$ cat src/rtl/alu_issue_queue.sv
// rtl/alu_issue_queue.sv - ALU reservation station with wakeup, age-ordered select and flush
// Optional same-cycle wakeup bypass into select: ISSUE_BYPASS_EN
module alu_issue_queue #(
    parameter int DEPTH     = 8,
    parameter int PAYLOAD_W = 32,
    parameter int ROB_W     = 5,
    localparam int CW       = $clog2(DEPTH) + 1,
    localparam int IW       = $clog2(DEPTH)
) (
    input  logic                 clk,
    input  logic                 reset,
    input  logic                 dispatch_valid,
    output logic                 dispatch_ready,
    input  logic [6:0]           dispatch_pr1,
    input  logic                 dispatch_pr1_rdy,
    input  logic [6:0]           dispatch_pr2,
    input  logic                 dispatch_pr2_rdy,
    input  logic [6:0]           dispatch_prd,
    input  logic [PAYLOAD_W-1:0] dispatch_payload,
    input  logic [ROB_W-1:0]     dispatch_rob_tag,
    input  logic [2:0]           wakeup_valid,
    input  logic [20:0]          wakeup_tag,
    output logic                 issue_valid,
    input  logic                 issue_ready,
    output logic [6:0]           issue_pr1,
    output logic [6:0]           issue_pr2,
    output logic [6:0]           issue_prd,
    output logic [PAYLOAD_W-1:0] issue_payload,
    output logic [ROB_W-1:0]     issue_rob_tag,
    input  logic                 flush,
    output logic [CW-1:0]        count
);

    logic [DEPTH-1:0]     valid_q, rdy1_q, rdy2_q;
    logic [6:0]           pr1_q [DEPTH];
    logic [6:0]           pr2_q [DEPTH];
    logic [6:0]           prd_q [DEPTH];
    logic [PAYLOAD_W-1:0] payload_q [DEPTH];
    logic [ROB_W-1:0]     rob_q [DEPTH];
    logic [DEPTH-1:0]     age_q [DEPTH];
    logic [CW-1:0]        count_q;

    logic [DEPTH-1:0]     hit1, hit2, eff_rdy1, eff_rdy2, cand;
    logic                 disp_hit1, disp_hit2;
    logic [IW-1:0]        sel_idx, free_idx;
    logic                 free_found, older_all;
    logic                 do_disp, do_issue;

    // A zero tag is the hardwired-ready register and never acts as a broadcast.
    function automatic logic wake_hit(input logic [6:0] pr, input logic [2:0] wv,
                                      input logic [20:0] wt);
        logic hit;
        hit = 1'b0;
        for (int k = 0; k < 3; k++) begin
            if (wv[k] && (wt[7*k +: 7] == pr) && (pr != 7'd0)) begin
                hit = 1'b1;
            end
        end
        return hit;
    endfunction

    always_comb begin
        hit1 = '0;
        hit2 = '0;
        for (int i = 0; i < DEPTH; i++) begin
            hit1[i] = wake_hit(pr1_q[i], wakeup_valid, wakeup_tag);
            hit2[i] = wake_hit(pr2_q[i], wakeup_valid, wakeup_tag);
        end
        disp_hit1 = wake_hit(dispatch_pr1, wakeup_valid, wakeup_tag);
        disp_hit2 = wake_hit(dispatch_pr2, wakeup_valid, wakeup_tag);
    end

`ifdef ISSUE_BYPASS_EN
    assign eff_rdy1 = rdy1_q | hit1;
    assign eff_rdy2 = rdy2_q | hit2;
`else
    assign eff_rdy1 = rdy1_q;
    assign eff_rdy2 = rdy2_q;
`endif

    assign cand = valid_q & eff_rdy1 & eff_rdy2;

    // Exactly one candidate is older than all other candidates when the age matrix is consistent.
    always_comb begin
        sel_idx   = '0;
        older_all = 1'b0;
        for (int i = 0; i < DEPTH; i++) begin
            older_all = 1'b1;
            for (int j = 0; j < DEPTH; j++) begin
                if ((j != i) && cand[j] && !age_q[i][j]) begin
                    older_all = 1'b0;
                end
            end
            if (cand[i] && older_all) begin
                sel_idx = IW'(i);
            end
        end
    end

    always_comb begin
        free_idx   = '0;
        free_found = 1'b0;
        for (int i = 0; i < DEPTH; i++) begin
            if (!valid_q[i] && !free_found) begin
                free_idx   = IW'(i);
                free_found = 1'b1;
            end
        end
    end

    assign dispatch_ready = (count_q < CW'(DEPTH));
    assign issue_valid    = (|cand) && !flush;
    assign do_disp        = dispatch_valid && dispatch_ready && !flush;
    assign do_issue       = issue_valid && issue_ready;
    assign count          = count_q;

    assign issue_pr1     = issue_valid ? pr1_q[sel_idx]     : '0;
    assign issue_pr2     = issue_valid ? pr2_q[sel_idx]     : '0;
    assign issue_prd     = issue_valid ? prd_q[sel_idx]     : '0;
    assign issue_payload = issue_valid ? payload_q[sel_idx] : '0;
    assign issue_rob_tag = issue_valid ? rob_q[sel_idx]     : '0;

    always_ff @(posedge clk) begin
        if (!reset) begin
            valid_q <= '0;
            rdy1_q  <= '0;
            rdy2_q  <= '0;
            count_q <= '0;
            for (int i = 0; i < DEPTH; i++) begin
                age_q[i] <= '0;
            end
        end else if (flush) begin
            valid_q <= '0;
            count_q <= '0;
            for (int i = 0; i < DEPTH; i++) begin
                age_q[i] <= '0;
            end
        end else begin
            for (int i = 0; i < DEPTH; i++) begin
                if (hit1[i]) rdy1_q[i] <= 1'b1;
                if (hit2[i]) rdy2_q[i] <= 1'b1;
            end
            if (do_issue) begin
                valid_q[sel_idx] <= 1'b0;
            end
            // Free slot comes from registered valid bits, so it never collides with the issuing slot.
            if (do_disp) begin
                valid_q[free_idx]   <= 1'b1;
                pr1_q[free_idx]     <= dispatch_pr1;
                pr2_q[free_idx]     <= dispatch_pr2;
                prd_q[free_idx]     <= dispatch_prd;
                payload_q[free_idx] <= dispatch_payload;
                rob_q[free_idx]     <= dispatch_rob_tag;
                rdy1_q[free_idx]    <= dispatch_pr1_rdy | (dispatch_pr1 == 7'd0) | disp_hit1;
                rdy2_q[free_idx]    <= dispatch_pr2_rdy | (dispatch_pr2 == 7'd0) | disp_hit2;
                for (int j = 0; j < DEPTH; j++) begin
                    age_q[free_idx][j] <= 1'b0;
                    age_q[j][free_idx] <= valid_q[j];
                end
            end
            case ({do_disp, do_issue})
                2'b10:   count_q <= count_q + CW'(1);
                2'b01:   count_q <= count_q - CW'(1);
                default: count_q <= count_q;
            endcase
        end
    end

endmodule
$ cat config.mk
export PLATFORM = sky130hd
export DESIGN_NAME = alu_issue_queue
export DESIGN_NICKNAME = d
export VERILOG_FILES = /design/src/rtl/alu_issue_queue.sv
export SDC_FILE = /design/constraint.sdc
export NUM_CORES = 1
export LEC_CHECK = 0
export BUFFER_PORTS_ARGS = -buffer_cell sky130_fd_sc_hd__buf_2
export CAP_MARGIN = 15
export CORE_UTILIZATION = 40
export DETAILED_ROUTE_END_ITERATION = 10
export HOLD_SLACK_MARGIN = 0.02
export MAX_ROUTING_LAYER = met4
export PLACE_DENSITY = 0.63
export SETUP_SLACK_MARGIN = 0.2
export SLEW_MARGIN = 15
export SYNTH_ARGS = -nofsm -noshare
export SYNTH_HDL_FRONTEND = slang
export SYNTH_SLANG_ARGS = --single-unit
export TNS_END_PERCENT = 5
$ cat constraint.sdc
create_clock -name clk -period 5.3 [get_ports clk]
set_input_delay 1.325 -clock clk [delete_from_list [all_inputs] [get_ports clk]]
set_output_delay 1.325 -clock clk [all_outputs]
set_load 0.02 [all_outputs]
==> impl_metrics.env <==
export IMPL_power_density_mw_per_mm2=302
export IMPL_worstPathCellList="and3_1 -> o2111ai_1 -> or4_1 -> a21oi_4 -> a21oi_4 -> buf_12 -> buf_16 -> nand2_1 -> buf_4 -> o21ai_1 -> nor4_2 -> buf_4 -> buf_2"
export IMPL_path_depth=13
export IMPL_cp_num_buf_inv=5
export IMPL_cts_clk_slew_worst_paths_ps=60
export IMPL_grt_max_degree=59
export IMPL_avgViaCountPerCell=6.09
export IMPL_ys_seq_elements=541
export IMPL_synth_area_sq_mm=0.0259
export IMPL_slew_violations=0
export IMPL_drt_iter0_markers=2437
export IMPL_slowest_stage="or4_1"
export IMPL_maxCapViolCount=0
export IMPL_cts_sinks=541
export IMPL_drive_above_1_share_pct=17.0
export IMPL_die_w_um=256
export IMPL_crit_start="eff_rdy1[5]"
export IMPL_synth_main_ff_cell="edfxtp_1"
export IMPL_rsz0062_at_grt="true"
export IMPL_syn_to_final_growth_pct=16.9
export IMPL_p_int_mw=7.10
export IMPL_cp_arrival_ps=3840
export IMPL_first_global_vias=18900
export IMPL_cp_start_kind="register"
export IMPL_postRouteWirelength_um=84400
export IMPL_path_delay_family="simple AND/OR/NAND/NOR gates"
export IMPL_clkPwrFrac_pct=44.0
export IMPL_p_leak_nw=9.79
export IMPL_hold_ws_ps=475
export IMPL_wl_per_cell_um=26.5
export IMPL_yosysSeqAreaShare_pct=59.8
export IMPL_worstMarginPinSlew_ps=1230
export IMPL_die_area_sq_mm=0.0657
export IMPL_std_cell_rows=92
export IMPL_status="completed"
export IMPL_async_reset_ff_share_pct=0
export IMPL_hold_path_depth=2
export IMPL_tritoncts="yes"
export IMPL_fin_area_sq_mm=0.0302
export IMPL_gp_congestion=1.03
export IMPL_track_usage_pct=25.5
export IMPL_num_io_pins=153
export IMPL_timing_rr_start="eff_rdy1[4]"
export IMPL_clockBufferDepth=3
export IMPL_die_h_um=256
export IMPL_critPathRequiredTime_ps=3970
export IMPL_dr_total_vias=19400
export IMPL_first_pass_iters=6
export IMPL_min_from="age_q[2][6]"
export IMPL_switching_share_pct=22.3
export IMPL_io_buffer_count=152
export IMPL_nets=2383
export IMPL_skew_ps=35.9
export IMPL_fmax_ghz=0.194
export IMPL_dpl_hpwl_um=49700
export IMPL_hp_class="register to register"
export IMPL_drc=0
export IMPL_htreeDepth=2
export IMPL_p_sw_mw=2.04
export IMPL_cts_hold_buffers=0
export IMPL_yosysWarnings=0
export IMPL_min_period_over_period_pct=97.4
export IMPL_clock_latency_ps=650
export IMPL_start_util_pct=40.8
export IMPL_cts_root_buf="clkbuf_16"
export IMPL_avgSynthCellArea_sq_um=11.9
export IMPL_hold_violations=0
export IMPL_max_stage_delay_ps=500
export IMPL_total_power_mw=9.14
export IMPL_synth_edff_count=464
export IMPL_cp_max_fo=22
export IMPL_fillCellCount=5603
export IMPL_dpl_instance_area_sq_mm=0.0279
export IMPL_slew_headroom_pct=16.9
export IMPL_grt_pass1_wl_um=123000
export IMPL_numCtsBuffers=57
export IMPL_seqPwrFrac_pct=50.9
export IMPL_synth_nets=2263
export IMPL_setup_viol=0
export IMPL_criticalPathCategory="register to output pin"
export IMPL_post_route_min_period_ps=5160
export IMPL_ys_types=55
export IMPL_ir_drop_mv=0.319
export IMPL_overflow=0
export IMPL_netlist_instances=2170
export IMPL_core_area_sq_mm=0.0634
export IMPL_antenna_left=0
export IMPL_combPwrFrac_pct=5.1
export IMPL_end_kind="output pin"
export IMPL_reg2regPathDepth=13
export IMPL_antenna_found_initial=5
[worst min-delay path, cell delays in order, from the launching register on]
cell	delay [ps]
dfxtp_1	310
nand2_1	60
a21oi_1	60
[cells in the final DEF (no fill, tap or decap), types with 12 or more instances in the layout]
master,netlist,routed
edfxtp_1,464,464
xnor2_1,259,259
a21oi_1,229,228
buf_2,44,151
nand2_1,136,135
xor2_1,122,122
nor2_1,94,86
nand4_1,78,78
dfxtp_1,77,72
buf_4,12,66
a21o_1,65,64
clkbuf_16,0,62
o21ai_0,58,56
o22ai_1,55,55
a211o_1,45,44
nor4_1,42,38
a211oi_1,45,36
buf_12,0,25
nor3_1,23,21
or4_1,19,18
nand4b_1,17,17
a41oi_1,14,14
nand3_1,15,13
clkbuf_1,107,13
a2bb2oi_1,12,12
[area by class of cell]
class / count / area (sq um) / share of cell area (%)
antenna: 5 / 12.5 / 0.0414
clock buffer: 73 / 1540 / 5.09
clock inverter: 33 / 360 / 1.19
inverter: 12 / 45.0 / 0.149
multi-input combinational: 1429 / 9790 / 32.4
sequential: 541 / 15500 / 51.2
tap: 846 / 1060 / 3.50
timing repair buffer: 249 / 1940 / 6.42
[power by group through the flow]
stage                     clock network [mW]  registers (mW)  logic (mW)
after floorplan                            0            4.74       0.256
after global placement                     0            4.74       0.444
after detailed placement                   0            4.74       0.458
after CTS                               4.07            4.65       0.460
after global routing                    4.23            4.65       0.492
final                                   4.02            4.65       0.470
[worst paths after layout]
| path | to | slack [ps] |
|---|---|---|
| setup / recovery | issue_pr2[2] | 140 |
| hold / removal | age_q[2][6] | 470 |
| setup reg to reg | count[3] | 1470 |
| hold reg to reg | age_q[2][6] | 470 |
[timing repair]
| item | CTS | global route |
|---|---|---|
| buffers inserted | 1 | 8 |
| cloned | 1 | 4 |
| hold endpoints to repair | 0 | 0 |
| pin swaps | 1 | 4 |
| resized for setup | 10 | 30 |
| endpoints found under the setup margin | 58 | 58 |
[cell families (layout without fill, tap and decap cells)]
| group | count (synthesis) | count (layout) | synth area share [%] |
|---|---|---|---|
| xor gates and xnor gates | 381 | 381 | 12.9 |
| adders and majority gates | 4 | 4 | 0.223 |
| muxes | 7 | 7 | 0.305 |
| buffers and inverters | 201 | 367 | 3.33 |
| and+or+nand+nor | 460 | 460 | 9.06 |
| DFF | 541 | 541 | 59.8 |
| AOI/OAI and AO/OA | 576 | 577 | 14.3 |
| other | 0 | 5 | 0 |
[metrics by stage]
stage | util (%) | setup slack, ps | setup TNS (ps) | std cells
3_3_place_gp | 44.0 | 400 | 0 | 3063
2_1_floorplan | - | -201 | -19040 | 2170
6_report | 47.7 | 138 | 0 | 3188
3_5_place_dp | 44.0 | 378 | 0 | 3063
4_1_cts | 47.2 | 111 | 0 | 3171
5_1_grt | 47.7 | 82.2 | 0 | 3188
[registers in the layout, summed over array words and instances, names as in the netlist]
signal     cells
valid_q        8
count          4
prd_q         56
eff_rdy1       8
rob_q         40
age_q         49
payload_q    256
eff_rdy2       8
pr1_q         56
pr2_q         56
[metal layers]
metal | GRT usage (%) | part of all wire [%]
met5 | - | 0
met4 | 10.2 | 4.3
met3 | 4.98 | 10
met2 | 39.1 | 45
met1 | 33.2 | 40
[cell usage after synthesis, types with 11 or more instances]
cell / instances / area, sq um
a211o_1: 45 / 394
a211oi_1: 45 / 338
a21o_1: 65 / 488
a21oi_1: 229 / 1150
a2bb2oi_1: 12 / 105
a41oi_1: 14 / 123
buf_1: 25 / 93.8
buf_2: 44 / 220
buf_4: 12 / 90.1
clkbuf_1: 107 / 402
dfxtp_1: 77 / 1540
edfxtp_1: 464 / 13900
inv_1: 11 / 41.3
nand2_1: 136 / 510
nand3_1: 15 / 75.1
nand4_1: 78 / 488
nand4b_1: 17 / 149
nor2_1: 94 / 353
nor3_1: 23 / 115
nor4_1: 42 / 263
o21ai_0: 58 / 290
o22ai_1: 55 / 344
or4_1: 19 / 143
xnor2_1: 259 / 2270
xor2_1: 122 / 1070
(Power assumes the default switching activity.)
